<file path="src/rtl/ibex_pext_alu_pkg.sv">
`default_nettype none
// ============================================================================
// Module : ibex_pkg_pext
// Brief  : Zpn operation encodings, KMMAWB FSM states, lane helpers.
// Rev    : 1.0
// ============================================================================
package ibex_pkg_pext;

    localparam int LANES16 = 2;
    localparam int LANES8  = 4;

    typedef enum logic [3:0] {
        ZPN_ADD16  = 4'd0,
        ZPN_SUB16  = 4'd1,
        ZPN_ADD8   = 4'd2,
        ZPN_SUB8   = 4'd3,
        ZPN_KADD16 = 4'd4,
        ZPN_KSUB16 = 4'd5,
        ZPN_RADD16 = 4'd6,
        ZPN_SRA16I = 4'd7,
        ZPN_SLL16I = 4'd8,
        ZPN_SMAX16 = 4'd9,
        ZPN_SMIN16 = 4'd10,
        ZPN_KMMAWB = 4'd11
    } zpn_op_e;

    typedef enum logic [0:0] {
        MUL_IDLE = 1'b0,
        MUL_2    = 1'b1
    } mul_state_e;

    // Returns {clamped, value}: a 17-bit signed sum squeezed into 16 bits.
    function automatic logic [16:0] sat16(input logic [16:0] v);
        if (v[16] != v[15]) begin
            return v[16] ? {1'b1, 16'h8000} : {1'b1, 16'h7fff};
        end
        return {1'b0, v[15:0]};
    endfunction

endpackage
`default_nettype wire

</file>
<file path="src/rtl/ibex_pext_mul16.sv">
`default_nettype none
// ============================================================================
// Module : ibex_pext_mul16
// Brief  : Signed 17x16 multiplier with a full 33-bit product.
// Rev    : 1.0
// ============================================================================
module ibex_pext_mul16 (
    input  logic [16:0] op_a,
    input  logic [15:0] op_b,
    output logic [32:0] prod
);

    assign prod = 33'($signed(op_a) * $signed(op_b));

endmodule
`default_nettype wire

</file>
<file path="src/rtl/ibex_pext_alu.sv">
`default_nettype none
// ============================================================================
// Module : ibex_pext_alu
// Brief  : Packed-SIMD Zpn ALU; KMMAWB (2-cycle) built only with PEXT_MULT_EN.
// Rev    : 1.0
// ============================================================================
module ibex_pext_alu
    import ibex_pkg_pext::*;
(
    input  logic          clk_i,
    input  logic          rst_i,
    input  logic          zpn_instr_i,
    input  zpn_op_e       zpn_operator_i,
    input  logic          mult_en_i,
    input  logic [31:0]   operand_a_i,
    input  logic [31:0]   operand_b_i,
    input  logic [31:0]   operand_rd_i,
    input  logic [4:0]    imm_val_i,
    input  logic [33:0]   imd_val_q_i [2],
    output logic [33:0]   imd_val_d_o [2],
    output logic [1:0]    imd_val_we_o,
    output logic [31:0]   result_o,
    output logic          valid_o,
    output logic          set_ov_o
);

    logic [31:0] res16;
    logic [31:0] res8;
    logic        ov16;
    logic [15:0] a16;
    logic [15:0] b16;
    logic [16:0] sum17;
    logic [16:0] dif17;
    logic [16:0] sat;
    logic [3:0]  shamt;

    assign shamt = imm_val_i[3:0];

    always_comb begin
        res16 = '0;
        res8  = '0;
        ov16  = 1'b0;
        a16   = '0;
        b16   = '0;
        sum17 = '0;
        dif17 = '0;
        sat   = '0;
        for (int i = 0; i < LANES16; i++) begin
            a16   = operand_a_i[16*i +: 16];
            b16   = operand_b_i[16*i +: 16];
            sum17 = {a16[15], a16} + {b16[15], b16};
            dif17 = {a16[15], a16} - {b16[15], b16};
            case (zpn_operator_i)
                ZPN_ADD16: res16[16*i +: 16] = a16 + b16;
                ZPN_SUB16: res16[16*i +: 16] = a16 - b16;
                ZPN_KADD16, ZPN_KSUB16: begin
                    sat = sat16((zpn_operator_i == ZPN_KADD16) ? sum17 : dif17);
                    res16[16*i +: 16] = sat[15:0];
                    ov16 = ov16 | sat[16];
                end
                ZPN_RADD16: res16[16*i +: 16] = sum17[16:1];
                ZPN_SRA16I: res16[16*i +: 16] = $signed(a16) >>> shamt;
                ZPN_SLL16I: res16[16*i +: 16] = a16 << shamt;
                ZPN_SMAX16: res16[16*i +: 16] = ($signed(a16) > $signed(b16)) ? a16 : b16;
                ZPN_SMIN16: res16[16*i +: 16] = ($signed(a16) < $signed(b16)) ? a16 : b16;
                default:    res16[16*i +: 16] = 16'h0000;
            endcase
        end
        for (int j = 0; j < LANES8; j++) begin
            res8[8*j +: 8] = (zpn_operator_i == ZPN_SUB8)
                           ? operand_a_i[8*j +: 8] - operand_b_i[8*j +: 8]
                           : operand_a_i[8*j +: 8] + operand_b_i[8*j +: 8];
        end
    end

`ifdef PEXT_MULT_EN
    mul_state_e   state;
    logic [16:0]  mul_a;
    logic [32:0]  prod;
    logic [33:0]  imd_shift;
    logic [33:0]  mac34;
    logic [33:0]  tot;
    logic         mul_ov;
    logic [31:0]  mul_res;
    logic         kmmawb_go;

    // Cycle 1 multiplies the zero-extended low half of a, cycle 2 the signed high half.
    assign mul_a = (state == MUL_IDLE) ? {1'b0, operand_a_i[15:0]}
                                       : {operand_a_i[31], operand_a_i[31:16]};

    ibex_pext_mul16 u_mul16 (
        .op_a (mul_a),
        .op_b (operand_b_i[15:0]),
        .prod (prod)
    );

    assign imd_shift = $signed(imd_val_q_i[0]) >>> 16;
    assign mac34     = $signed({prod[32], prod}) + $signed(imd_shift);
    assign tot       = {{2{operand_rd_i[31]}}, operand_rd_i} + mac34;
    assign mul_ov    = (tot[33:31] != 3'b000) && (tot[33:31] != 3'b111);
    assign mul_res   = mul_ov ? (tot[33] ? 32'h8000_0000 : 32'h7fff_ffff) : tot[31:0];
    assign kmmawb_go = zpn_instr_i && (zpn_operator_i == ZPN_KMMAWB) && mult_en_i;

    always_ff @(posedge clk_i) begin
        if (rst_i) begin
            state <= MUL_IDLE;
        end else if ((state == MUL_IDLE) && kmmawb_go) begin
            state <= MUL_2;
        end else begin
            state <= MUL_IDLE;
        end
    end

    assign imd_val_d_o[0] = {prod[32], prod};

    logic unused_sink;
    assign unused_sink = ^{imm_val_i[4], imd_val_q_i[1]};
`else
    assign imd_val_d_o[0] = '0;

    logic unused_sink;
    assign unused_sink = ^{clk_i, mult_en_i, imm_val_i[4], operand_rd_i,
                           imd_val_q_i[0], imd_val_q_i[1]};
`endif

    assign imd_val_d_o[1] = '0;

    always_comb begin
        result_o     = '0;
        valid_o      = 1'b0;
        set_ov_o     = 1'b0;
        imd_val_we_o = 2'b00;
        if (zpn_instr_i && !rst_i) begin
            case (zpn_operator_i)
                ZPN_ADD8, ZPN_SUB8: begin
                    result_o = res8;
                    valid_o  = 1'b1;
                end
                ZPN_KMMAWB: begin
`ifdef PEXT_MULT_EN
                    if (mult_en_i) begin
                        if (state == MUL_IDLE) begin
                            imd_val_we_o = 2'b01;
                        end else begin
                            result_o = mul_res;
                            valid_o  = 1'b1;
                            set_ov_o = mul_ov;
                        end
                    end
`else
                    valid_o = 1'b1;
`endif
                end
                default: begin
                    result_o = res16;
                    valid_o  = 1'b1;
                    set_ov_o = ov16;
                end
            endcase
        end
    end

endmodule
`default_nettype wire

</file>
<file path="config.mk">
export PLATFORM = sky130hd
export DESIGN_NAME = ibex_pext_alu
export DESIGN_NICKNAME = d
export VERILOG_FILES = /design/src/rtl/ibex_pext_alu_pkg.sv /design/src/rtl/ibex_pext_mul16.sv /design/src/rtl/ibex_pext_alu.sv
export SDC_FILE = /design/constraint.sdc
export NUM_CORES = 1
export LEC_CHECK = 0
export BUFFER_PORTS_ARGS = -buffer_cell sky130_fd_sc_hd__buf_2
export CORE_ASPECT_RATIO = 2
export CORE_MARGIN = 3
export CORE_UTILIZATION = 34
export DETAILED_ROUTE_END_ITERATION = 6
export RECOVER_POWER = 100
export SLEW_MARGIN = 10
export SYNTH_ARGS = -nofsm -noshare
export SYNTH_HDL_FRONTEND = slang
export SYNTH_SLANG_ARGS = --single-unit
</file>
<file path="constraint.sdc">
create_clock -name vclk -period 10.71
set_clock_uncertainty 0.05 [all_clocks]
set_input_delay 1.071 -clock vclk [all_inputs]
set_output_delay 1.071 -clock vclk [all_outputs]
set_load 0.01 [all_outputs]
</file>
-- Word level (Yosys, flattened, before mapping)
Cells that the tools add are included.
- flip-flop bits (word level): 0
- input port bits: 177
- output and inout port bits: 104
- logic and storage cells: 74
- add/subtract/negate cells: 16
- $lt $le $gt $ge: 4
- equality and inequality tests: 13
- shift-type cells: 4
- muxes and demuxes: 30
- bitwise gates (word level): 1
- reductions and logical operators: 6
- operators with widths (operator ; count):
    $pmux 16 s8 ; 2
    $mux 17 ; 7
    $mux 16 ; 6
    $pmux 32 s2 ; 1
    $add 16x16->17 ; 2
    $sub 16x16->17 ; 2
    $add 16x16->16 ; 2
    $add 8x8->8 ; 4
    $gt 16x16->1 ; 2
    $lt 16x16->1 ; 2
    $mux 32 ; 1
    $mux 8 ; 4
    $shl 16x4->16 ; 2
    $sshr 16x4->16 ; 2
    $sub 16x16->16 ; 2
    $sub 8x8->8 ; 4
    $eq 4x3->1 const B ; 4
    $eq 4x4->1 const B ; 4
    $mux 1 ; 9
    $eq 4x2->1 const B ; 2
    $eq 4x1->1 const B ; 1
    $logic_not 4->1 ; 1
    $reduce_or 2->1 ; 2
    $reduce_or 3->1 ; 1
    4 further kinds ; 5

-- Longest topological paths before layout
Gate-level depths: netlist of run 1.
- depth after elaboration: 11
- depth in mapped cells: 18
- gate-level depth less buffers: 17

-- Least setup slack after synthesis of run 1
No wires, ideal clock.
- kind: input to output
- start: input port operand_b_i[10]
- end: output port result_o[3]
- arrival time: 4697 ps
- required time: 9589 ps
- path slack: 4892 ps
- stages: 16
- path buffers: 2
- path through: inv_1 ha_1 buf_1 or3_1 a2111oi_0 o221ai_1 o21bai_1 a21oi_1 xor2_1 mux2i_1 inv_1 ha_1 a31oi_1 clkbuf_2 o21ai_0 a211oi_1
- longest elaborated chain between the ends: 9
- elaborated cells between the ends (all ways): 16
- those cells by class: add/sub (2); order compare (2); eq/ne (1); mux (11)
- RTL lines (element ; line ; text):
    from (decl) ; ibex_pext_alu.sv:16 ; input logic [31:0] operand_b_i,
    $sub 16x16->17 or $add 16x16->17 (tied branches) ; ibex_pext_alu.sv:52, ibex_pext_alu.sv:51 ;
    $mux 17 ; ibex_pext_alu.sv:57 ; sat = sat16((zpn_operator_i == ZPN_KADD16) ? sum17 : dif17);
    $ne 1x1->1 ; ibex_pext_alu_pkg.sv:34 ; if (v[16] != v[15]) begin
    $mux 1 ; ibex_pext_alu_pkg.sv:34 ;
    $mux 1 ; ibex_pext_alu.sv:53 ; case (zpn_operator_i)
    $mux 17 ; ibex_pext_alu_pkg.sv:37 ; return {1'b0, v[15:0]};
    $pmux 16 s8 (*) ; ibex_pext_alu.sv:53 ;
    $pmux 32 s2 (*) ; ibex_pext_alu.sv:134 ; case (zpn_operator_i)
    $mux 32 (*) ; ibex_pext_alu.sv:133 ; if (zpn_instr_i && !rst_i) begin
    to (decl) ; ibex_pext_alu.sv:22 ; output logic [31:0] result_o,
Mark *: on every way between the ends. The rest lies on a longest branch, timed or not. The select of a mux whose other input is x is not followed.

-- Final worst setup path of run 1
- start: input port operand_b_i[1]
- end: output port result_o[10]
Same word-level chain as after synthesis.

==> results.sh, run 1 <==
export IMPL_synth_seq_area_share_pct=0
export IMPL_cp_max_fo=17
export IMPL_finalSetupViolCount=0
export IMPL_crit_path_start_kind="input pin"
export IMPL_timing_setup_tns_ns=0
export IMPL_drt_iter0_drc=1162
export IMPL_wire_per_inst_um=26.2
export IMPL_grt_pass1_wl_um=79500
export IMPL_crit_slowest_cell="o311ai_0"
export IMPL_place_congestion=1.05
export IMPL_cap_violations=2
export IMPL_endpoint_kind="primary output"
export IMPL_syn_area_um2=11200
export IMPL_worst_hold_path_type="in -> out"
export IMPL_core_area_um2=32300
export IMPL_layoutNonFillerInstCount=2087
export IMPL_slew_violations=26
export IMPL_yosys_area_top_type_share_pct=10.8
export IMPL_synthToLayoutAreaGrowth_pct=3.54
export IMPL_ys_types=91
export IMPL_dieArea_um2=35200
export IMPL_rows=93
export IMPL_arrival_ns=7.31
export IMPL_holdBufCountCts=0
export IMPL_drive_above_1_share_pct=10.5
export IMPL_wl_um=54600
export IMPL_design_seq_count=0
export IMPL_yosys_top_cells_count="nor2_1, o21ai_0, a21oi_1"
export IMPL_critPathMaxStageDelay_ns=0.89
export IMPL_dr_pass1_iters=5
export IMPL_hold_violations=0
export IMPL_io_pin_count=281
export IMPL_status="complete, but fails checks"
export IMPL_placed_cells=2086
export IMPL_antenna_found_initial=0
export IMPL_post_drt_via_cell_ratio=6.36
export IMPL_die_w_um=134
export IMPL_grt_max_degree=76
export IMPL_cp_cell_sequence="clkbuf_1 -> inv_1 -> ha_1 -> nor2b_1 -> o311ai_0 -> a2111oi_0 -> o221ai_1 -> o21bai_1 -> a21oi_1 -> xor2_1 -> mux2i_1 -> inv_1 -> ha_1 -> a31oi_1 -> clkbuf_1 -> o21ai_0 -> a311oi_1 -> clkbuf_1"
export IMPL_relSlewSlack_pct=-26.5
export IMPL_cp_common_cell="clkbuf_1"
export IMPL_yosysMostFrequentCell="nor2_1"
export IMPL_ff_latch_area_um2=0
export IMPL_cp_num_buf_inv=5
export IMPL_num_clock_buffers=0
export IMPL_grt_overflow_total=0
export IMPL_grt_use_total_pct=29.3
export IMPL_fillers=3643
export IMPL_vias=13278
export IMPL_num_nets_final=1942
export IMPL_rsz0062_at_grt="false"
export IMPL_whs_ns=2.61
export IMPL_fin_area_um2=11600
export IMPL_syn_mean_instance_area_um2=6.76
export IMPL_hold_depth=4
export IMPL_cts_resized=0
export IMPL_yosys_warnings=0
export IMPL_critPathRequiredTime_ns=9.59
export IMPL_synth_top_area_cell="ha_1"
export IMPL_post_cts_setup_buffers=0
export IMPL_die_y_um=262
export IMPL_cp_top_family="compound AO/OA/AOI/OAI gates"
export IMPL_max_freq_ghz=0.119
export IMPL_synthCells=1652
export IMPL_io_buffers=108
export IMPL_violations="max-capacitance violations, max-slew violations"
export IMPL_grt_pass1_vias=13061
export IMPL_ant_nets=0
export IMPL_dpl_cell_area_um2=11600
export IMPL_worstMarginPinSlew_ns=1.90
export IMPL_initial_core_util_pct=34.5
export IMPL_synth_area_leaders="ha_1, mux2i_1, xnor2_1"
export IMPL_worst_setup_path_type="in -> out"
export IMPL_min_delay_start="zpn_operator_i[2]"
export IMPL_hold_path_end="set_ov_o"
export IMPL_dp_hpwl_um=42900
export IMPL_post_route_period_util_pct=78.7
export IMPL_drc=0
export IMPL_min_period_ns=8.43
export IMPL_multiInputGateArea_um2=10100
[worst max-delay path by stage]
stage               startpoint      endpoint  cells after the start
6_report        operand_b_i[1]  result_o[10]                     18
5_1_grt        operand_b_i[27]  result_o[29]                     13
4_1_cts        operand_b_i[10]   result_o[1]                     17
3_5_place_dp   operand_b_i[10]   result_o[1]                     17
3_3_place_gp   operand_b_i[10]   result_o[1]                     17
2_1_floorplan  operand_b_i[10]   result_o[3]                     16
[through the flow]
stage	setup slack [ns]	util, %
after CTS	3.17	36.0
final	2.28	35.8
after detailed placement	3.17	36.0
after global placement	3.10	36.0
after global routing	1.96	35.8
after floorplan	4.89	-
[placed cells by master (no fill, tap or decap), types with 26 or more instances in the layout]
| cell type | instances |
|---|---|
| clkbuf_1 | 26 |
| a21oi_1 | 133 |
| ha_1 | 96 |
| xnor2_1 | 90 |
| buf_2 | 83 |
| conb_1 | 70 |
| nand2_1 | 119 |
| mux2i_1 | 91 |
| a31oi_1 | 30 |
| o21ai_0 | 145 |
| a211oi_1 | 34 |
| nand2b_1 | 27 |
| nor3_1 | 40 |
| nor2_1 | 175 |
| xor2_1 | 28 |
| inv_1 | 79 |
| a21o_1 | 27 |
[worst min-delay path, cell delays in order]
cell and delay (ns):
buf_2 0.19, nand3_1 0.13, nor2_1 0.07, buf_2 0.13
[layer usage]
metal	GRT usage [%]	part of all wire (%)	vias up
met5	0	0	-
met4	30.1	13	0
met3	2.99	5.6	322
met2	52.7	50	815
met1	27.4	31	6222
li1	-	-	5919
[layout make-up]
type / count / share of cell area (%)
Timing Repair Buffer: 129 / 5.73
Multi-Input combinational cell: 1448 / 87.0
Inverter: 82 / 2.66
Tap cell: 427 / 4.62
Antenna cell: 1 / 0.0216
[cell families after synthesis]
kind of cell | count (synthesis) | synth area share (%)
adders and majority gates | 104 | 12.2
AOI/OAI and AO/OA | 571 | 34.4
and+or+nand+nor | 459 | 18.7
buffers and inverters | 273 | 12.1
muxes | 126 | 13.3
other | 1 | 0.0336
xor gates and xnor gates | 118 | 9.25
==> run 2, diff against run 1 <==
clock period = 7.23 ns   (was 10.71 ns; I/O delays follow)
==> results.sh, run 2 (synthesis results as in run 1) <==
export IMPL_grt_max_degree=61
export IMPL_num_nets_final=1959
export IMPL_clock_power_share_pct=0
export IMPL_worstMarginPinSlew_ns=1.56
export IMPL_min_period_ns=6.60
export IMPL_drive_above_1_share_pct=11.6
export IMPL_ant_nets=0
export IMPL_place_congestion=1.05
export IMPL_p_sw_mw=0.754
export IMPL_grt_pass1_wl_um=83300
export IMPL_p_seq_share_pct=0
export IMPL_vias=13289
export IMPL_dr_pass1_iters=7
export IMPL_fillers=3661
export IMPL_cp_max_fo=16
export IMPL_ff_latch_area_um2=0
export IMPL_cap_violations=1
export IMPL_die_y_um=262
export IMPL_timing_setup_tns_ns=0
export IMPL_die_w_um=134
export IMPL_dieArea_um2=35200
export IMPL_internal_power_mw=0.408
export IMPL_worst_setup_path_type="in -> out"
export IMPL_wl_um=57900
export IMPL_top_layer="met5"
export IMPL_drc=9
export IMPL_min_delay_start="zpn_operator_i[2]"
export IMPL_layoutNonFillerInstCount=2103
export IMPL_violations="design-rule violations, max-capacitance violations, max-slew violations"
export IMPL_final_common_cell="nor2_1"
export IMPL_hold_violations=0
export IMPL_rsz0062_at_grt="false"
export IMPL_power_density_nw_per_um2=99.2
export IMPL_post_drt_via_cell_ratio=6.32
export IMPL_rows=93
export IMPL_holdBufCountCts=0
export IMPL_critPathRequiredTime_ns=6.46
export IMPL_p_leak_nw=4.95
export IMPL_wire_per_inst_um=27.5
export IMPL_max_freq_ghz=0.152
export IMPL_final_cell_mix="nor2_1, o21ai_0, a21oi_1, nand2_1, ha_1"
export IMPL_post_cts_setup_buffers=0
export IMPL_grt_use_total_pct=31.1
export IMPL_io_buffers=108
export IMPL_dp_hpwl_um=45600
export IMPL_ir_drop_uv=37.2
export IMPL_relSlewSlack_pct=-4.31
export IMPL_endpoint_kind="primary output"
export IMPL_drt_iter0_drc=1121
export IMPL_dr_wl_met3_um=3280
export IMPL_synthToLayoutAreaGrowth_pct=4.76
export IMPL_power_switching_share_pct=64.9
export IMPL_slew_violations=9
export IMPL_finalSetupViolCount=0
export IMPL_worst_hold_path_type="in -> out"
export IMPL_crit_start="operand_b_i[1]"
export IMPL_design_seq_count=0
export IMPL_grt_overflow_total=0
export IMPL_status="complete, but fails checks"
export IMPL_placed_cells=2103
export IMPL_antenna_found_initial=1
export IMPL_num_clock_buffers=0
export IMPL_post_route_period_util_pct=91.3
export IMPL_io_pin_count=281
export IMPL_grt_pass1_vias=13138
export IMPL_met2RoutedLength_um=29200
export IMPL_arrival_ns=5.83
export IMPL_cts_resized=0
export IMPL_diodes=0
export IMPL_whs_ns=1.92
export IMPL_core_area_um2=32300
export IMPL_wl_met1_um=17700
export IMPL_initial_core_util_pct=34.5
export IMPL_p_comb_share_pct=100.0
export IMPL_crit_path_start_kind="input pin"
==> run 2: power by group through the flow <==
stage	clock network, mW	registers, mW	logic, mW
finish	0	0	1.16
global route	0	0	1.24
CTS	0	0	1.13
detailed placement	0	0	1.13
global placement	0	0	1.12
floorplan	0	0	0.797
==> run 2: area by class of cell <==
type               count  area, um2  area share [%]
well taps            427        534            4.56
repair buffers       146        787            6.72
inverters             82        308            2.63
multi-input cells   1448      10100            86.1
==> run 2: path summary, 6_finish.rpt <==
check | end | depth (start not counted)
worst min-delay path | set_ov_o | 4
worst max-delay path | result_o[1] | 18
==> run 2: metrics by stage <==
stage               util, %  setup slack, ns  power, mW  area, um2
finish                 36.2            0.631       1.16      11700
global route           36.2            0.389       1.24      11700
CTS                    36.4             1.13       1.13      11800
detailed placement     36.4             1.16       1.13      11800
global placement       36.4             1.11       1.12      11800
floorplan                 -             2.11      0.797      11400
==> run 2: worst max-delay path: stages <==
cell       delay (ns)
buf_2            0.19
inv_1            0.15
ha_1             0.38
nor2b_1          0.08
o311ai_0         0.64
a2111oi_0        0.24
clkbuf_1         0.19
o221ai_1         0.44
o21bai_1         0.11
a21oi_1          0.21
xor2_1           0.14
mux2i_1          0.23
inv_1            0.07
ha_1             0.31
clkbuf_1         0.74
o21ai_0          0.23
a221oi_1         0.51
clkbuf_1         0.21
==> run 2: metal layers <==
layer / global-route usage (%) / vias up
met1: 28.2 / 6249
met2: 57.1 / 766
met5: 0 / -
met3: 3.70 / 324
li1: - / 5948
met4: 30.6 / 2
No activity file was read; power rests on OpenSTA's default activity.
